===== config.mk =====
export PLATFORM = sky130hd
export DESIGN_NAME = spi_slave_byte
export DESIGN_NICKNAME = d
export VERILOG_FILES = /design/src/rtl/spi_slave_byte.sv
export SDC_FILE = /design/constraint.sdc
export NUM_CORES = 1
export LEC_CHECK = 0
export CAP_MARGIN = 20
export CORE_ASPECT_RATIO = 1.25
export CORE_UTILIZATION = 45
export CTS_CLUSTER_SIZE = 14
export DETAILED_ROUTE_END_ITERATION = 7
export PLACE_DENSITY = 0.66
export SLEW_MARGIN = 20
export SYNTH_ARGS = -nofsm -noshare
export SYNTH_HDL_FRONTEND = slang
export SYNTH_SLANG_ARGS = --single-unit

===== constraint.sdc =====
create_clock -name clk -period 2.9 [get_ports clk]
set_input_delay 0.87 -clock clk [delete_from_list [all_inputs] [get_ports clk]]
set_output_delay 0.87 -clock clk [all_outputs]
set_load 0.02 [all_outputs]

===== src/rtl/spi_slave_byte.sv =====
// Byte-level SPI slave: pin oversampling, MOSI deserializer, MISO serializer, frame strobes.
// Define SPI_SLAVE_MODE_EN to add cpol/cpha inputs; otherwise fixed SPI mode 0.
module spi_slave_byte #(
    parameter int SYNC_STAGES = 2,
    parameter int BITS        = 8
) (
    input  logic            clk,
    input  logic            rst_n,
    input  logic            mselect,
    input  logic            mclk,
    input  logic            mosi,
`ifdef SPI_SLAVE_MODE_EN
    input  logic            cpol,
    input  logic            cpha,
`endif
    output logic            miso,
    output logic [BITS-1:0] rx_data,
    output logic            rx_valid,
    input  logic [BITS-1:0] tx_data,
    output logic            tx_ack,
    output logic            active,
    output logic            frame_start,
    output logic            frame_end
);

    localparam int            CW   = (BITS > 1) ? $clog2(BITS) : 1;
    localparam logic [CW-1:0] LAST = CW'(BITS - 1);

    typedef enum logic {IDLE, SHIFT} state_t;

    state_t                 state_q, state_d;
    logic [SYNC_STAGES-1:0] sel_sync, clk_sync, mosi_sync;
    logic                   mclk_d;
    logic                   sel_s, mclk_s, mosi_s, rise, fall;
    logic                   mclk_rst, sample_edge, shift_edge, load_at_sel;
    logic [CW-1:0]          bit_cnt_q, bit_cnt_d, cnt;
    logic [BITS-2:0]        rx_shift_q, rx_shift_d;
    logic [BITS-1:0]        tx_shift_q, tx_shift_d, word, rx_data_d;
    logic                   rx_valid_d, tx_ack_d, frame_start_d, frame_end_d, in_frame;

    assign sel_s  = sel_sync[SYNC_STAGES-1];
    assign mclk_s = clk_sync[SYNC_STAGES-1];
    assign mosi_s = mosi_sync[SYNC_STAGES-1];
    assign rise   = mclk_s & ~mclk_d;
    assign fall   = ~mclk_s & mclk_d;

`ifdef SPI_SLAVE_MODE_EN
    logic cpol_q, cpha_q, lead, trail;

    // Mode only changes between frames so a live frame never sees it switch.
    always_ff @(posedge clk or negedge rst_n) begin
        if (!rst_n) begin
            cpol_q <= cpol;
            cpha_q <= cpha;
        end else if (state_q == IDLE) begin
            cpol_q <= cpol;
            cpha_q <= cpha;
        end
    end

    assign mclk_rst    = cpol;
    assign lead        = cpol_q ? fall : rise;
    assign trail       = cpol_q ? rise : fall;
    assign sample_edge = cpha_q ? trail : lead;
    assign shift_edge  = cpha_q ? lead : trail;
    assign load_at_sel = ~cpha_q;
`else
    assign mclk_rst    = 1'b0;
    assign sample_edge = rise;
    assign shift_edge  = fall;
    assign load_at_sel = 1'b1;
`endif

    always_ff @(posedge clk or negedge rst_n) begin
        if (!rst_n) begin
            sel_sync  <= '1;
            clk_sync  <= {SYNC_STAGES{mclk_rst}};
            mosi_sync <= '0;
            mclk_d    <= mclk_rst;
        end else begin
            sel_sync  <= {sel_sync[SYNC_STAGES-2:0], mselect};
            clk_sync  <= {clk_sync[SYNC_STAGES-2:0], mclk};
            mosi_sync <= {mosi_sync[SYNC_STAGES-2:0], mosi};
            mclk_d    <= mclk_s;
        end
    end

    always_comb begin
        state_d       = state_q;
        bit_cnt_d     = bit_cnt_q;
        rx_shift_d    = rx_shift_q;
        tx_shift_d    = tx_shift_q;
        rx_data_d     = rx_data;
        rx_valid_d    = 1'b0;
        tx_ack_d      = 1'b0;
        frame_start_d = 1'b0;
        frame_end_d   = 1'b0;
        in_frame      = 1'b0;
        cnt           = bit_cnt_q;
        word          = {rx_shift_q, mosi_s};

        // Select is resolved first so an edge in the same cycle lands in the new state.
        case (state_q)
            IDLE: if (!sel_s) begin
                state_d       = SHIFT;
                frame_start_d = 1'b1;
                in_frame      = 1'b1;
                cnt           = '0;
                bit_cnt_d     = '0;
                tx_shift_d    = tx_data;
                tx_ack_d      = load_at_sel;
            end
            SHIFT: if (sel_s) begin
                state_d     = IDLE;
                frame_end_d = 1'b1;
                bit_cnt_d   = '0;
            end else begin
                in_frame = 1'b1;
            end
            default: state_d = IDLE;
        endcase

        // A word completed on the deselect cycle is still delivered.
        if (sample_edge && (in_frame || state_q == SHIFT) && cnt == LAST) begin
            rx_data_d  = word;
            rx_valid_d = 1'b1;
        end
        if (sample_edge && in_frame) begin
            rx_shift_d = word[BITS-2:0];
            bit_cnt_d  = (cnt == LAST) ? '0 : cnt + 1'b1;
        end
        if (shift_edge && in_frame) begin
            if (cnt == '0) begin
                tx_shift_d = tx_data;
                tx_ack_d   = 1'b1;
            end else begin
                tx_shift_d = {tx_shift_q[BITS-2:0], 1'b0};
            end
        end
    end

    always_ff @(posedge clk or negedge rst_n) begin
        if (!rst_n) begin
            state_q     <= IDLE;
            bit_cnt_q   <= '0;
            rx_shift_q  <= '0;
            tx_shift_q  <= '0;
            rx_data     <= '0;
            rx_valid    <= 1'b0;
            tx_ack      <= 1'b0;
            frame_start <= 1'b0;
            frame_end   <= 1'b0;
        end else begin
            state_q     <= state_d;
            bit_cnt_q   <= bit_cnt_d;
            rx_shift_q  <= rx_shift_d;
            tx_shift_q  <= tx_shift_d;
            rx_data     <= rx_data_d;
            rx_valid    <= rx_valid_d;
            tx_ack      <= tx_ack_d;
            frame_start <= frame_start_d;
            frame_end   <= frame_end_d;
        end
    end

    assign active = (state_q == SHIFT);
    assign miso   = active & tx_shift_q[BITS-1];

endmodule

==> results.md, run 1 <==
- Outcome: finished, final reports clean
- Final antenna-violating net count: 0
- Seq/Total Area, Yosys: 56.7%
- Via density: 5.40
- First-pass GRT wire length: 4.67 mm
- Slew headroom: 46.9%
- Setup CP Type: flop to primary output
- Antenna fix cells: 0
- CP max FO: 17
- RSZ-0062 raised after global routing: no
- Fmax: 383 MHz
- Post-route DRC violation count: 0
- CTS resizes: 0
- Die width: 56.7 um
- Skew final: 0.00549 ns
- Die Area: 0.00398 sq mm
- Area grow syn2layout: 20.0%
- Row count: 24
- Gpl congestion: 0.724
- Max_cap viols: 0
- Setup TNS: 0 ns
- CP Data Arrival Time: 1.74 ns
- Power Dens Cells: 568 mW/mm^2
- Total GRT Usage: 16.0%
- Mapped Area: 0.00168 sq mm
- WL final: 2.88 mm
- Number of enable flip-flop cells after synthesis: 0
- YS warnings: 0
- Syn avg cell area: 12.9 sq um
- Hold WC Path Type: flop to flop
- Number of distinct library cells after synthesis: 29
- Total iterations of the first detailed-routing run: 4
- Synthesized instance count: 130
- TritonCTS clock tree: built
- Fin. Hold Viols: 0
- DR iter-0 viols: 24
- Via count: 1,042
- HPWL after DPL: 1.94 mm
- Flops & latches, synth: 38
- Die height: 70.3 um
- Port Buffers: 26
- CP startpoint kind: flop
- Wire length per cell: 14.9 um
- Post-Syn Nets: 146
- Period utilization: 90.1%
- Largest net degree at the start of global routing: 39
- Sink Count: 38
- Ys async rst share: 100%
- H-tree Lvls: 2
- Layout cells sized above 1: 14.9%
- Final setup vio count: 0
- Fillers: 298
- Ys flop type: dfrtp_1
- Max VDD drop: 0.000411 V
- Worst-Skew Late Latency: 0.28 ns
- Setup bufs post-CTS: 0
- Initial antenna violation count: 0
- CTS root buf: clkbuf_8
- Clock Pin Slew Worst Setup and Hold Paths: 0.07 ns
- Nets: 169
- Initial Util: 47.8%
- Least-Margin Pin Slew: 0.797 ns
- IO Count: 27
- Crit path time final: 2.61 ns
- Crit end category: primary output
- Leakage power: 0.000917 uW
- Slew Limit Fails: 0
- WHS: 0.353 ns
- CTS buffer count: 5
- Gr ovfl total: 0
- Hold buffers post-CTS: 0
- WP data required: 2.03 ns
- Core area: 0.00351 sq mm
- Clock Tree Buf Depth: 2
- Vias in the first global route: 1,035
## final timing paths
| path | from | endpoint | slack (ns) | cells after the start |
|---|---|---|---|---|
| max in group asynchronous | rst_n | rx_shift_q[6]$_DFFE_PN0P_ | 1.73 | 1 |
| max | active$_DFF_PN0_ | miso | 0.29 | 2 |
| max reg2reg | sel_sync[1]$_DFF_PN1_ | rx_data[2]$_DFFE_PN0P_ | 0.45 | 6 |
| min reg2reg | clk_sync[0]$_DFF_PN0_ | clk_sync[1]$_DFF_PN0_ | 0.35 | 0 |
| min | clk_sync[0]$_DFF_PN0_ | clk_sync[1]$_DFF_PN0_ | 0.35 | 0 |
| min in group asynchronous | rst_n | tx_shift_q[7]$_DFFE_PN0P_ | 0.66 | 1 |
## synthesized netlist by cell type (2+ instances only)
cell / count / area, sq um
dfstp_2: 2 / 52.6
inv_1: 12 / 45.0
nor2_1: 3 / 11.3
a22oi_1: 7 / 52.6
and2_1: 2 / 12.5
nor4bb_1: 7 / 70.1
o21ai_1: 8 / 40.0
mux2_1: 4 / 45.0
mux2_4: 8 / 120
a22o_1: 3 / 26.3
nand2b_1: 3 / 18.8
a221oi_1: 7 / 61.3
buf_2: 6 / 30.0
nor2b_1: 2 / 12.5
mux2_2: 3 / 33.8
a21oi_1: 2 / 10.0
dfrtp_1: 36 / 901
buf_4: 2 / 15.0
ha_1: 3 / 37.5
## sequential cells by signal (all words and copies together), names as in the netlist
signal / flops
rx_data: 8
tx_shift_q: 8
rx_shift_q: 7
bit_cnt_q: 3
clk_sync: 2
mosi_sync: 2
sel_sync: 2
active: 1
frame_end: 1
frame_start: 1
mclk_d: 1
rx_valid: 1
tx_ack: 1
## worst max-delay path: stages, from the launching register on
cell and delay (ns):
dfrtp_1 0.66, and2_1 0.20, clkdlybuf4s50_1 0.60
## placed cells by master, fill, tap and decap left out
cell,n
mux2_4,8
and2_1,2
clkinv_2,1
inv_1,12
a21boi_1,1
and4b_1,1
nor2_1,3
dfstp_2,2
dfrtp_1,36
nand2b_1,3
mux2_1,4
a21oi_1,2
buf_2,1
mux2i_1,1
o21ai_1,8
a21bo_2,1
clkbuf_1,1
or3b_1,1
nand2_1,1
a22oi_1,7
nor2b_1,2
clkdlybuf4s50_1,25
clkbuf_8,6
a22o_1,3
nor4bb_1,7
ha_1,3
a21o_1,1
mux2_2,3
nor3b_2,1
a221oi_1,7
## cell type report
type	count	area (sq um)	area share, %
Multi-Input combinational cell	70	622	30.9
Inverter	12	45.0	2.23
Clock buffer	7	86.3	4.28
Clock inverter	1	5.00	0.248
Timing Repair Buffer	26	255	12.7
Sequential cell	38	953	47.3
Tap cell	39	48.8	2.42
## cell families (layout without fill, tap and decap cells)
kind of cell	after synthesis	count (layout)	synth area share (%)
fa+ha+maj	3	3	2.23
flops	38	38	56.7
mux	16	16	12.4
simple gates	21	21	9.53
buf+inv	22	46	6.25
compound gates	30	30	12.8
## power by group
part	internal, uW	switching, uW
registers	596	48.2
clock network	192	172
logic	78.9	58.6
total	866	279
## metrics by stage
stage	cells	setup WS [ns]	util [%]	cell area (sq um)	power (uW)
finish	193	0.286	57.4	2020	1150
global route	193	0.218	57.4	2020	1200
CTS	193	0.283	57.4	2020	1160
detailed placement	185	0.442	54.8	1920	794
global placement	185	0.544	54.8	1920	786
floorplan	130	0.719	-	1680	736
## routing by layer
metal  share of wire (%)  track usage [%]  wire length (um)
met4                 2.1             9.21                61
met2                  48             24.7              1390
met1                  46             19.4              1330
met3                 3.5             5.19               102
met5                   0                0                 0
(Power assumes the default switching activity.)
==> run 2, diff against run 1 <==
CELL_PAD_IN_SITES_DETAIL_PLACEMENT = 1   (was not set)
CELL_PAD_IN_SITES_GLOBAL_PLACEMENT = 2   (was not set)
CORE_UTILIZATION = 35   (was 45)
PLACE_DENSITY = 0.74   (was 0.66)
==> results.md, run 2 (synthesized netlist as in run 1, its figures left out) <==
- Leakage power: 0.000940 uW
- GR met1 Demand/Resource: 18.8%
- CP max FO: 17
- Post-route DRC violation count: 0
- Die height: 79.5 um
- Net Sw Power: 300 uW
- Period utilization: 91.5%
- CTS root buf: clkbuf_8
- Crit end category: primary output
- Clock share of power: 41.6%
- Layout cells sized above 1: 15.6%
- CTS buffer count: 5
- Initial antenna violation count: 0
- Slew Limit Fails: 0
- TritonCTS clock tree: built
- Total GRT Usage: 14.9%
- GRT Max-Usage Layer: met2
- Final setup vio count: 0
- Gpl congestion: 0.750
- Part of the power in combinational logic: 10.4%
- WL final: 3.41 mm
- Via density: 5.03
- Setup CP Type: flop to primary output
- Port Buffers: 26
- Power Dens Cells: 641 mW/mm^2
- Sequential fraction of design power: 48.0%
- CTS resizes: 0
- Max VDD drop: 0.000372 V
- H-tree Lvls: 2
- CP Data Arrival Time: 1.78 ns
- Hold buffers post-CTS: 0
- Int Power: 1040 uW
- First-pass GRT wire length: 5.69 mm
- Total iterations of the first detailed-routing run: 4
- Die Area: 0.00508 sq mm
- HPWL after DPL: 2.24 mm
- Sink Count: 38
- Slew headroom: 42.7%
- Area grow syn2layout: 24.4%
- Clock Tree Buf Depth: 2
- Start point of the critical path: active$_DFF_PN0_
- Hold WC Path Type: flop to flop
- Crit path time final: 2.65 ns
- Reg2reg start: sel_sync[1]$_DFF_PN1_
- Setup TNS: 0 ns
- Hold_sp: sel_sync[0]$_DFF_PN1_
- Commonest non-fill, non-tap cell in the layout: dfrtp_1
- Largest regs: rx_data (8), tx_shift_q (8), rx_shift_q (7)
- CP startpoint kind: flop
- Die width: 64.0 um
- GR Layer Usage met3: 4.29%
- Initial Util: 37.4%
- Via count: 1,067
- Nets: 169
- Outcome: finished, final reports clean
- Clock Pin Slew Worst Setup and Hold Paths: 0.08 ns
- Switching Fraction: 22.3%
- Setup bufs post-CTS: 0
- Fmax: 377 MHz
- WHS: 0.359 ns
- Worst Slack Setup Final: 0.246 ns
- Area of the multi-input gates: 622 sq um
- RSZ-0062 raised after global routing: no
- Worst-Skew Late Latency: 0.29 ns
- DR iter-0 viols: 30
- Global-route met2 utilization: 24.0%
- Largest net degree at the start of global routing: 39
- Antenna fix cells: 0
- Fin. Hold Viols: 0
- Placement Setup Slack: 0.411 ns
- Skew final: 0.00679 ns
- Vias in the first global route: 1,138
- Fillers: 468
- Core area: 0.00449 sq mm
- Row count: 27
- Wire length per cell: 16.1 um
- IO Count: 27
- Max_cap viols: 0
- Reg area: 953 sq um
- Gr ovfl total: 0
- Final antenna-violating net count: 0
- Least-Margin Pin Slew: 0.856 ns
- Most frequent cells in the layout: dfrtp_1 (36), clkdlybuf4s50_1 (25), inv_1 (12)
- WP data required: 2.03 ns
run 2: cell types whose count changed in the layout (fill, tap and decap cells not counted):
cell and change:
clkbuf_1 -1, bufinv_16 +2, clkinv_2 -1
run 2: power groups by stage:
stage | registers [uW] | logic [uW] | clock network, uW
6_report | 644 | 139 | 557
4_1_cts | 646 | 142 | 571
3_3_place_gp | 652 | 138 | 0
2_1_floorplan | 637 | 99.1 | 0
5_1_grt | 655 | 156 | 592
3_5_place_dp | 656 | 142 | 0
run 2: worst max-delay path, cell delays in order (launching register included):
cell             delay [ns]
dfrtp_1                0.69
and2_1                 0.21
clkdlybuf4s50_1        0.60
run 2: area by class of cell:
cell class	instances	share of cell area [%]
flip-flops and latches	38	45.6
clock inverters	2	2.87
well taps	58	3.47
multi-input cells	70	29.7
repair buffers	26	12.2
inverters	12	2.15
clock buffers	6	3.95
run 2: path summary, 6_finish.rpt:
path	slack [ns]	endpoint	cells after the start
min in group asynchronous	0.68	tx_shift_q[3]$_DFFE_PN0P_	1
max in group asynchronous	1.69	bit_cnt_q[1]$_DFFE_PN0P_	1
max	0.25	miso	2
max reg2reg	0.39	rx_data[4]$_DFFE_PN0P_	6
min reg2reg	0.36	sel_sync[1]$_DFF_PN1_	0
min	0.36	sel_sync[1]$_DFF_PN1_	0
run 2: through the flow:
step           util, %  cell area [sq um]  power (uW)  std cells
3_3_place_gp      43.4               1950         790        204
2_1_floorplan        -               1680         736        130
3_5_place_dp      43.4               1950         799        204
5_1_grt           46.5               2090        1400        212
6_report          46.5               2090        1340        212
4_1_cts           46.5               2090        1360        212
run 2: routing by layer:
layer / vias up / share of wire (%)
li1: 507 / -
met1: 535 / 47
met2: 21 / 49
met3: 4 / 3.8
met4: 0 / 0.67
met5: - / 0
